--- config.mk ---
export PLATFORM = sky130hd
export DESIGN_NAME = sd_img_responder_flat
export DESIGN_NICKNAME = d
export VERILOG_FILES = /design/src/rtl/sd_img_responder_if.sv /design/src/rtl/sd_img_responder.sv /design/src/flat_wrapper.sv
export SDC_FILE = /design/constraint.sdc
export NUM_CORES = 1
export LEC_CHECK = 0
export ABC_AREA = 1
export BUFFER_PORTS_ARGS = -buffer_cell sky130_fd_sc_hd__clkbuf_2
export CAP_MARGIN = 40
export CORE_MARGIN = 3
export CORE_UTILIZATION = 50
export DETAILED_ROUTE_END_ITERATION = 7
export PLACE_DENSITY = 0.87
export SYNTH_ARGS = -nofsm -noshare
export SYNTH_HDL_FRONTEND = slang
export SYNTH_SLANG_ARGS = --single-unit
--- constraint.sdc ---
create_clock -name CLK -period 5.1 [get_ports CLK]
set_clock_uncertainty 0.05 [all_clocks]
set_input_delay 0 -clock CLK [delete_from_list [all_inputs] [get_ports CLK]]
set_output_delay 0 -clock CLK [all_outputs]
set_load 0.01 [all_outputs]
--- src/rtl/sd_img_responder_if.sv ---
// SD image responder bus: controller sector requests/buffer
// port plus the byte-wide image memory port.
interface sd_img_responder_if;
  logic [31:0] sd_lba [2];
  logic [1:0]  sd_rd;
  logic [1:0]  sd_wr;
  logic [1:0]  sd_ack;
  logic [8:0]  sd_buff_addr;
  logic [7:0]  sd_buff_dout;
  logic [7:0]  sd_buff_din [2];
  logic        sd_buff_wr;
  logic [1:0]  mount_req;
  logic [1:0]  readonly_cfg;
  logic [1:0]  img_mounted;
  logic        img_readonly;
  logic [19:0] img_size;
  logic [19:0] mem_addr;
  logic        mem_req;
  logic        mem_we;
  logic [7:0]  mem_wdata;
  logic [7:0]  mem_rdata;
  logic        mem_ack;

  modport master (
    output sd_lba, sd_rd, sd_wr, sd_buff_din,
    output mount_req, readonly_cfg,
    output mem_rdata, mem_ack,
    input  sd_ack, sd_buff_addr, sd_buff_dout,
    input  sd_buff_wr, img_mounted, img_readonly,
    input  img_size, mem_addr, mem_req, mem_we,
    input  mem_wdata
  );

  modport slave (
    input  sd_lba, sd_rd, sd_wr, sd_buff_din,
    input  mount_req, readonly_cfg,
    input  mem_rdata, mem_ack,
    output sd_ack, sd_buff_addr, sd_buff_dout,
    output sd_buff_wr, img_mounted, img_readonly,
    output img_size, mem_addr, mem_req, mem_we,
    output mem_wdata
  );
endinterface

--- src/rtl/sd_img_responder.sv ---
// Two-drive SD sector responder moving 512-byte sectors
// between the controller buffer and a byte-wide image store.
module sd_img_responder #(
  parameter int unsigned IMG_BLOCKS = 2048,
  parameter int unsigned ACK_DELAY  = 4
) (
  input logic               CLK,
  input logic               RESET,
  sd_img_responder_if.slave bus
);
  localparam logic [63:0] SIZE_B =
    64'(IMG_BLOCKS) * 64'd512;
  localparam logic [19:0] IMG_SIZE =
    (SIZE_B > 64'h000F_FFFF) ? 20'hFFFFF : SIZE_B[19:0];
  localparam logic [7:0] ACK_LAST = 8'(ACK_DELAY - 1);

  typedef enum logic [3:0] {
    S_IDLE,
    S_MOUNT,
    S_ACKWAIT,
    S_RD_REQ,
    S_RD_PUT,
    S_WR_ADDR,
    S_WR_CAP,
    S_WR_MEM,
    S_DONE
  } state_e;

  state_e      state_q, state_d;
  logic        drv_q, drv_d;
  logic        wr_q, wr_d;
  logic [10:0] lba_q, lba_d;
  logic        inr_q, inr_d;
  logic        wpa_q, wpa_d;
  logic [8:0]  off_q, off_d;
  logic [7:0]  data_q, data_d;
  logic [7:0]  cnt_q, cnt_d;
  logic [1:0]  pend_q, pend_clr;
  logic [1:0]  wp_q, wp_d;
  logic        ro_q, ro_d;
  logic [19:0] size_q, size_d;

  logic        acc, acc_drv, acc_wr;
  logic        wstep;
  logic        last;
  logic        mdrv;
  logic [1:0]  drv_oh;
  logic        xfer;

  assign last   = (off_q == 9'h1FF);
  assign mdrv   = ~pend_q[0];
  assign drv_oh = drv_q ? 2'b10 : 2'b01;
  assign xfer   = (state_q == S_ACKWAIT) ||
                  (state_q == S_RD_REQ)  ||
                  (state_q == S_RD_PUT)  ||
                  (state_q == S_WR_ADDR) ||
                  (state_q == S_WR_CAP)  ||
                  (state_q == S_WR_MEM);

  assign bus.sd_ack       = xfer ? drv_oh : 2'b00;
  assign bus.sd_buff_addr = off_q;
  assign bus.sd_buff_dout = data_q;
  assign bus.sd_buff_wr   = (state_q == S_RD_PUT);
  assign bus.img_mounted  =
    ((state_q == S_MOUNT) && (cnt_q != 8'd0)) ?
    drv_oh : 2'b00;
  assign bus.img_readonly = ro_q;
  assign bus.img_size     = size_q;
  assign bus.mem_addr     = {lba_q, off_q};
  assign bus.mem_req      =
    ((state_q == S_RD_PUT) ? 1'b0 :
     ((state_q == S_RD_REQ) && inr_q)) ||
    (state_q == S_WR_MEM);
  assign bus.mem_we       = (state_q == S_WR_MEM);
  assign bus.mem_wdata    = data_q;

  // Fixed request priority: rd0, wr0, rd1, wr1.
  always_comb begin
    acc     = 1'b1;
    acc_drv = 1'b0;
    acc_wr  = 1'b0;
    if (bus.sd_rd[0]) begin
      acc_wr = 1'b0;
    end else if (bus.sd_wr[0]) begin
      acc_wr = 1'b1;
    end else if (bus.sd_rd[1]) begin
      acc_drv = 1'b1;
    end else if (bus.sd_wr[1]) begin
      acc_drv = 1'b1;
      acc_wr  = 1'b1;
    end else begin
      acc = 1'b0;
    end
  end

  always_comb begin
    state_d  = state_q;
    drv_d    = drv_q;
    wr_d     = wr_q;
    lba_d    = lba_q;
    inr_d    = inr_q;
    wpa_d    = wpa_q;
    off_d    = off_q;
    data_d   = data_q;
    cnt_d    = cnt_q;
    wp_d     = wp_q;
    ro_d     = ro_q;
    size_d   = size_q;
    pend_clr = 2'b00;
    wstep    = 1'b0;
    unique case (state_q)
      S_IDLE: begin
        cnt_d = 8'd0;
        if (|pend_q) begin
          state_d     = S_MOUNT;
          drv_d       = mdrv;
          ro_d        = bus.readonly_cfg[mdrv];
          wp_d[mdrv]  = bus.readonly_cfg[mdrv];
          size_d      = IMG_SIZE;
        end else if (acc) begin
          drv_d = acc_drv;
          wr_d  = acc_wr;
          lba_d = bus.sd_lba[acc_drv][10:0];
          inr_d = bus.sd_lba[acc_drv] < IMG_BLOCKS;
          wpa_d = wp_q[acc_drv];
          off_d = 9'd0;
          if (ACK_DELAY == 0)
            state_d = acc_wr ? S_WR_ADDR : S_RD_REQ;
          else
            state_d = S_ACKWAIT;
        end
      end
      S_MOUNT: begin
        cnt_d = cnt_q + 8'd1;
        if (cnt_q == 8'd2) begin
          pend_clr = drv_oh;
          state_d  = S_IDLE;
        end
      end
      S_ACKWAIT: begin
        if (cnt_q == ACK_LAST)
          state_d = wr_q ? S_WR_ADDR : S_RD_REQ;
        else
          cnt_d = cnt_q + 8'd1;
      end
      S_RD_REQ: begin
        if (!inr_q) begin
          data_d  = 8'h00;
          state_d = S_RD_PUT;
        end else if (bus.mem_ack) begin
          data_d  = bus.mem_rdata;
          state_d = S_RD_PUT;
        end
      end
      S_RD_PUT: begin
        if (last) begin
          state_d = S_DONE;
        end else begin
          off_d   = off_q + 9'd1;
          state_d = S_RD_REQ;
        end
      end
      S_WR_ADDR: state_d = S_WR_CAP;
      S_WR_CAP: begin
        data_d = bus.sd_buff_din[drv_q];
        if (inr_q && !wpa_q)
          state_d = S_WR_MEM;
        else
          wstep = 1'b1;
      end
      S_WR_MEM: wstep = bus.mem_ack;
      S_DONE:   state_d = S_IDLE;
      default:  state_d = S_IDLE;
    endcase
    if (wstep) begin
      if (last) begin
        state_d = S_DONE;
      end else begin
        off_d   = off_q + 9'd1;
        state_d = S_WR_ADDR;
      end
    end
  end

  always_ff @(posedge CLK) begin
    if (RESET) begin
      state_q <= S_IDLE;
      drv_q   <= 1'b0;
      wr_q    <= 1'b0;
      lba_q   <= '0;
      inr_q   <= 1'b0;
      wpa_q   <= 1'b0;
      off_q   <= '0;
      data_q  <= '0;
      cnt_q   <= '0;
      pend_q  <= '0;
      wp_q    <= '0;
      ro_q    <= 1'b0;
      size_q  <= '0;
    end else begin
      state_q <= state_d;
      drv_q   <= drv_d;
      wr_q    <= wr_d;
      lba_q   <= lba_d;
      inr_q   <= inr_d;
      wpa_q   <= wpa_d;
      off_q   <= off_d;
      data_q  <= data_d;
      cnt_q   <= cnt_d;
      // a new pulse wins over the clear of the same drive
      pend_q  <= (pend_q & ~pend_clr) | bus.mount_req;
      wp_q    <= wp_d;
      ro_q    <= ro_d;
      size_q  <= size_d;
    end
  end
endmodule

--- src/flat_wrapper.sv ---
// flat-port wrapper written by rule: the top's interface ports become plain ports
module sd_img_responder_flat 
#(
  parameter int unsigned IMG_BLOCKS = 2048,
  parameter int unsigned ACK_DELAY  = 4
)
  (CLK, RESET, bus_sd_lba, bus_sd_rd, bus_sd_wr, bus_sd_buff_din, bus_mount_req, bus_readonly_cfg, bus_mem_rdata, bus_mem_ack, bus_sd_ack, bus_sd_buff_addr, bus_sd_buff_dout, bus_sd_buff_wr, bus_img_mounted, bus_img_readonly, bus_img_size, bus_mem_addr, bus_mem_req, bus_mem_we, bus_mem_wdata);
  sd_img_responder_if bus_i ();
  input logic CLK;
  input logic RESET;
  input wire logic [$bits(bus_i.sd_lba)-1:0] bus_sd_lba;
  input wire logic [$bits(bus_i.sd_rd)-1:0] bus_sd_rd;
  input wire logic [$bits(bus_i.sd_wr)-1:0] bus_sd_wr;
  input wire logic [$bits(bus_i.sd_buff_din)-1:0] bus_sd_buff_din;
  input wire logic [$bits(bus_i.mount_req)-1:0] bus_mount_req;
  input wire logic [$bits(bus_i.readonly_cfg)-1:0] bus_readonly_cfg;
  input wire logic [$bits(bus_i.mem_rdata)-1:0] bus_mem_rdata;
  input wire logic [$bits(bus_i.mem_ack)-1:0] bus_mem_ack;
  output wire logic [$bits(bus_i.sd_ack)-1:0] bus_sd_ack;
  output wire logic [$bits(bus_i.sd_buff_addr)-1:0] bus_sd_buff_addr;
  output wire logic [$bits(bus_i.sd_buff_dout)-1:0] bus_sd_buff_dout;
  output wire logic [$bits(bus_i.sd_buff_wr)-1:0] bus_sd_buff_wr;
  output wire logic [$bits(bus_i.img_mounted)-1:0] bus_img_mounted;
  output wire logic [$bits(bus_i.img_readonly)-1:0] bus_img_readonly;
  output wire logic [$bits(bus_i.img_size)-1:0] bus_img_size;
  output wire logic [$bits(bus_i.mem_addr)-1:0] bus_mem_addr;
  output wire logic [$bits(bus_i.mem_req)-1:0] bus_mem_req;
  output wire logic [$bits(bus_i.mem_we)-1:0] bus_mem_we;
  output wire logic [$bits(bus_i.mem_wdata)-1:0] bus_mem_wdata;
  assign bus_i.sd_lba = {>>{bus_sd_lba}};
  assign bus_i.sd_rd = bus_sd_rd;
  assign bus_i.sd_wr = bus_sd_wr;
  assign bus_i.sd_buff_din = {>>{bus_sd_buff_din}};
  assign bus_i.mount_req = bus_mount_req;
  assign bus_i.readonly_cfg = bus_readonly_cfg;
  assign bus_i.mem_rdata = bus_mem_rdata;
  assign bus_i.mem_ack = bus_mem_ack;
  assign bus_sd_ack = bus_i.sd_ack;
  assign bus_sd_buff_addr = bus_i.sd_buff_addr;
  assign bus_sd_buff_dout = bus_i.sd_buff_dout;
  assign bus_sd_buff_wr = bus_i.sd_buff_wr;
  assign bus_img_mounted = bus_i.img_mounted;
  assign bus_img_readonly = bus_i.img_readonly;
  assign bus_img_size = bus_i.img_size;
  assign bus_mem_addr = bus_i.mem_addr;
  assign bus_mem_req = bus_i.mem_req;
  assign bus_mem_we = bus_i.mem_we;
  assign bus_mem_wdata = bus_i.mem_wdata;
  sd_img_responder #(.IMG_BLOCKS(IMG_BLOCKS), .ACK_DELAY(ACK_DELAY)) u_core (.CLK(CLK), .RESET(RESET), .bus(bus_i));
endmodule
==> out/metrics.csv <==
metric;value;unit
status;finished clean;
cp-start-kind;flip-flop;
drive_gt1_share;29.6;%
die_h;87.7;um
antenna_found_initial;0;
synth_ff_type;dfxtp_1;
cp.arrival;2.62;ns
crit_required;5.29;ns
holdCritStartpoint;bus_sd_buff_din[4];
path_class;flip-flop to flip-flop;
hold_viol_final;0;
clockBufferDepth;2;
finalSetupTns;0;ns
cts_tree;done;
syn_avg_cell_area;6.31;sq um
final_net_count;787;
multi_input_area;1810;sq um
num_io_pins;172;
drt_first_iter_violations;313;
min_period;2.43;ns
ff_latch_area;1000;sq um
grt-ovfl-total;0;
final_cell_mix;171 x clkbuf_2, 135 x nand2_1, 69 x nor2_1, 50 x dfxtp_1, 45 x inv_1;
syn2layout_area_growth;28.7;%
grt_pass1_vias;3660;
seq_area_frac_synth;30.0;%
cts-buffers-inserted;5;
fp.dieW;87.7;um
final_cell_area;4300;sq um
clock_latency;0.31;ns
clk_pin_slew_worst_paths;0.09;ns
drv_cap;0;
placed_cell_area;3960;sq um
initial_core_util;52.0;%
finalSetupViolCount;0;
slew_viol_final;0;
rsz0062_at_grt;no;
startpoint;u_core.bus.sd_buff_addr[1];
cts_sinks;50;
cp_max_fo;15;
grt_usage;25.9;%
synth_fp_nets;634;
ant_nets;0;
coreArea;6420;sq um
htree_levels;2;
synthDistinctLibCells;33;
first_pass_iters;5;
end_kind;flip-flop;
grt_pass1_wl;16.2;mm
synth_warnings;0;
powerDensity;344;nW/um^2
grt_max_degree;28;
netlist_instances;529;
port_buffers;171;
vias_per_cell;5.40;
routabilityCongestion;0.905;
drc;0;
r2r-start;u_core.bus.sd_buff_addr[1];
synthArstFlopShare;0;%
syn_area;3340;sq um
finalCritPeriodShare;47.6;%
filler_cell_count;547;
placementRows;29;
drt_wl_total;10.1;mm
tightest_slew;0.774;ns
synth_edf_count;0;
ir_drop;0.197;mV
cts_resized;0;
worst_slew_margin_rel;48.4;%
avgRoutedWirePerCell;13.3;um
fmax;412;MHz
place.detailed.hpwl;7.43;mm
vias;4102;
root_buffer;clkbuf_8;
final_common_cell;clkbuf_2;
antennaDiodeCount;0;
leakagePower;2.21;nW
die_area;7690;sq um
hold_path.class;input port to flip-flop;
synth-seq-cells;50;
flip-flops by register name (all words and copies together) (netlist names):
| register | cells |
|---|---|
| u_core.lba_q | 11 |
| u_core.bus.sd_buff_addr | 9 |
| u_core.bus.mem_wdata | 8 |
| u_core.cnt_q | 8 |
| u_core.state_q | 4 |
| u_core.pend_q | 2 |
| u_core.wp_q | 2 |
| u_core.bus.img_readonly | 1 |
| u_core.bus.img_size | 1 |
| u_core.drv_q | 1 |
| u_core.inr_q | 1 |
| u_core.wpa_q | 1 |
| u_core.wr_q | 1 |
final timing paths:
check	endpoint	slack, ns	cells past startpoint
hold reg to reg	u_core.wpa_q	0.43	2
setup reg to reg	u_core.bus.sd_buff_addr[8]	2.67	10
hold / removal	u_core.bus.mem_wdata[4]	0.007	5
setup / recovery	u_core.bus.sd_buff_addr[8]	2.67	10
what timing repair did:
action                    CTS  global route
hold buffers               25             0
buffers inserted            0             0
hold endpoints to repair   14             0
area by class of cell:
| type | count | area share (%) |
|---|---|---|
| Tap cell | 77 | 2.24 |
| Clock inverter | 2 | 0.320 |
| Inverter | 51 | 4.46 |
| Multi-Input combinational cell | 377 | 42.1 |
| Sequential cell | 50 | 23.3 |
| Timing Repair Buffer | 197 | 25.9 |
| Clock buffer | 6 | 1.69 |
stage by stage:
stage               hold slack, ns  util, %  power (mW)  std cells  setup WS, ns
floorplan                   0.0840        -        1.03        529          3.06
global placement             0.190     61.7        1.18        727          2.89
detailed placement           0.185     61.7        1.19        727          2.75
CTS                        0.00960     66.9        1.47        760          2.72
global route                0.0304     66.9        1.59        760          2.42
finish                     0.00692     66.9        1.48        760          2.67
kinds of logic after synthesis:
kind of cell	synth area share (%)
compound gates	17.9
xor+xnor	0.525
fa+ha+maj	2.25
buf+inv	15.9
flops	30.0
mux	0.300
simple gates	33.2
critical path, cell delays in order (launching register included):
cell     delay, ns
dfxtp_1       0.45
ha_1          0.21
nand2_1       0.10
inv_1         0.10
nand2_1       0.09
nor2_1        0.17
ha_1          0.30
inv_1         0.27
nand2_2       0.31
o21ai_0       0.13
a21oi_1       0.17
per-layer routing:
metal	GRT usage (%)	vias up	part of all wire, %
met2	46.3	226	48
li1	-	2001	-
met5	0	-	0
met3	4.80	20	8.7
met1	31.0	1855	41
met4	8.65	0	2.0
cells in the mapped netlist, types with 2 or more instances:
master | count | share of area, %
nand2_2 | 5 | 0.94
o21bai_1 | 3 | 0.67
a211oi_1 | 3 | 0.67
inv_1 | 45 | 5.1
nor3_1 | 5 | 0.75
nor2_1 | 69 | 7.8
xor2_1 | 2 | 0.52
nor2_4 | 3 | 1.0
inv_2 | 6 | 0.67
nor4_1 | 4 | 0.75
nor2_2 | 4 | 0.75
nand2_1 | 135 | 15
buf_2 | 3 | 0.45
a21oi_1 | 36 | 5.4
dfxtp_1 | 50 | 30
ha_1 | 6 | 2.2
clkbuf_1 | 10 | 1.1
or2_2 | 2 | 0.37
buf_4 | 36 | 8.1
o21ai_0 | 36 | 5.4
nand4_1 | 7 | 1.3
o211ai_1 | 4 | 0.90
a31oi_1 | 21 | 3.9
nand3_1 | 25 | 3.7
report_power, final:
part	leakage (nW)	switching [mW]	internal, mW	total [mW]
combinational	1.76	0.430	0.273	0.703
clock	0.0452	0.133	0.0971	0.230
sequential	0.408	0.0827	0.461	0.544
total	2.21	0.647	0.831	1.48
Note: power is estimated with default switching activity, not from simulation.
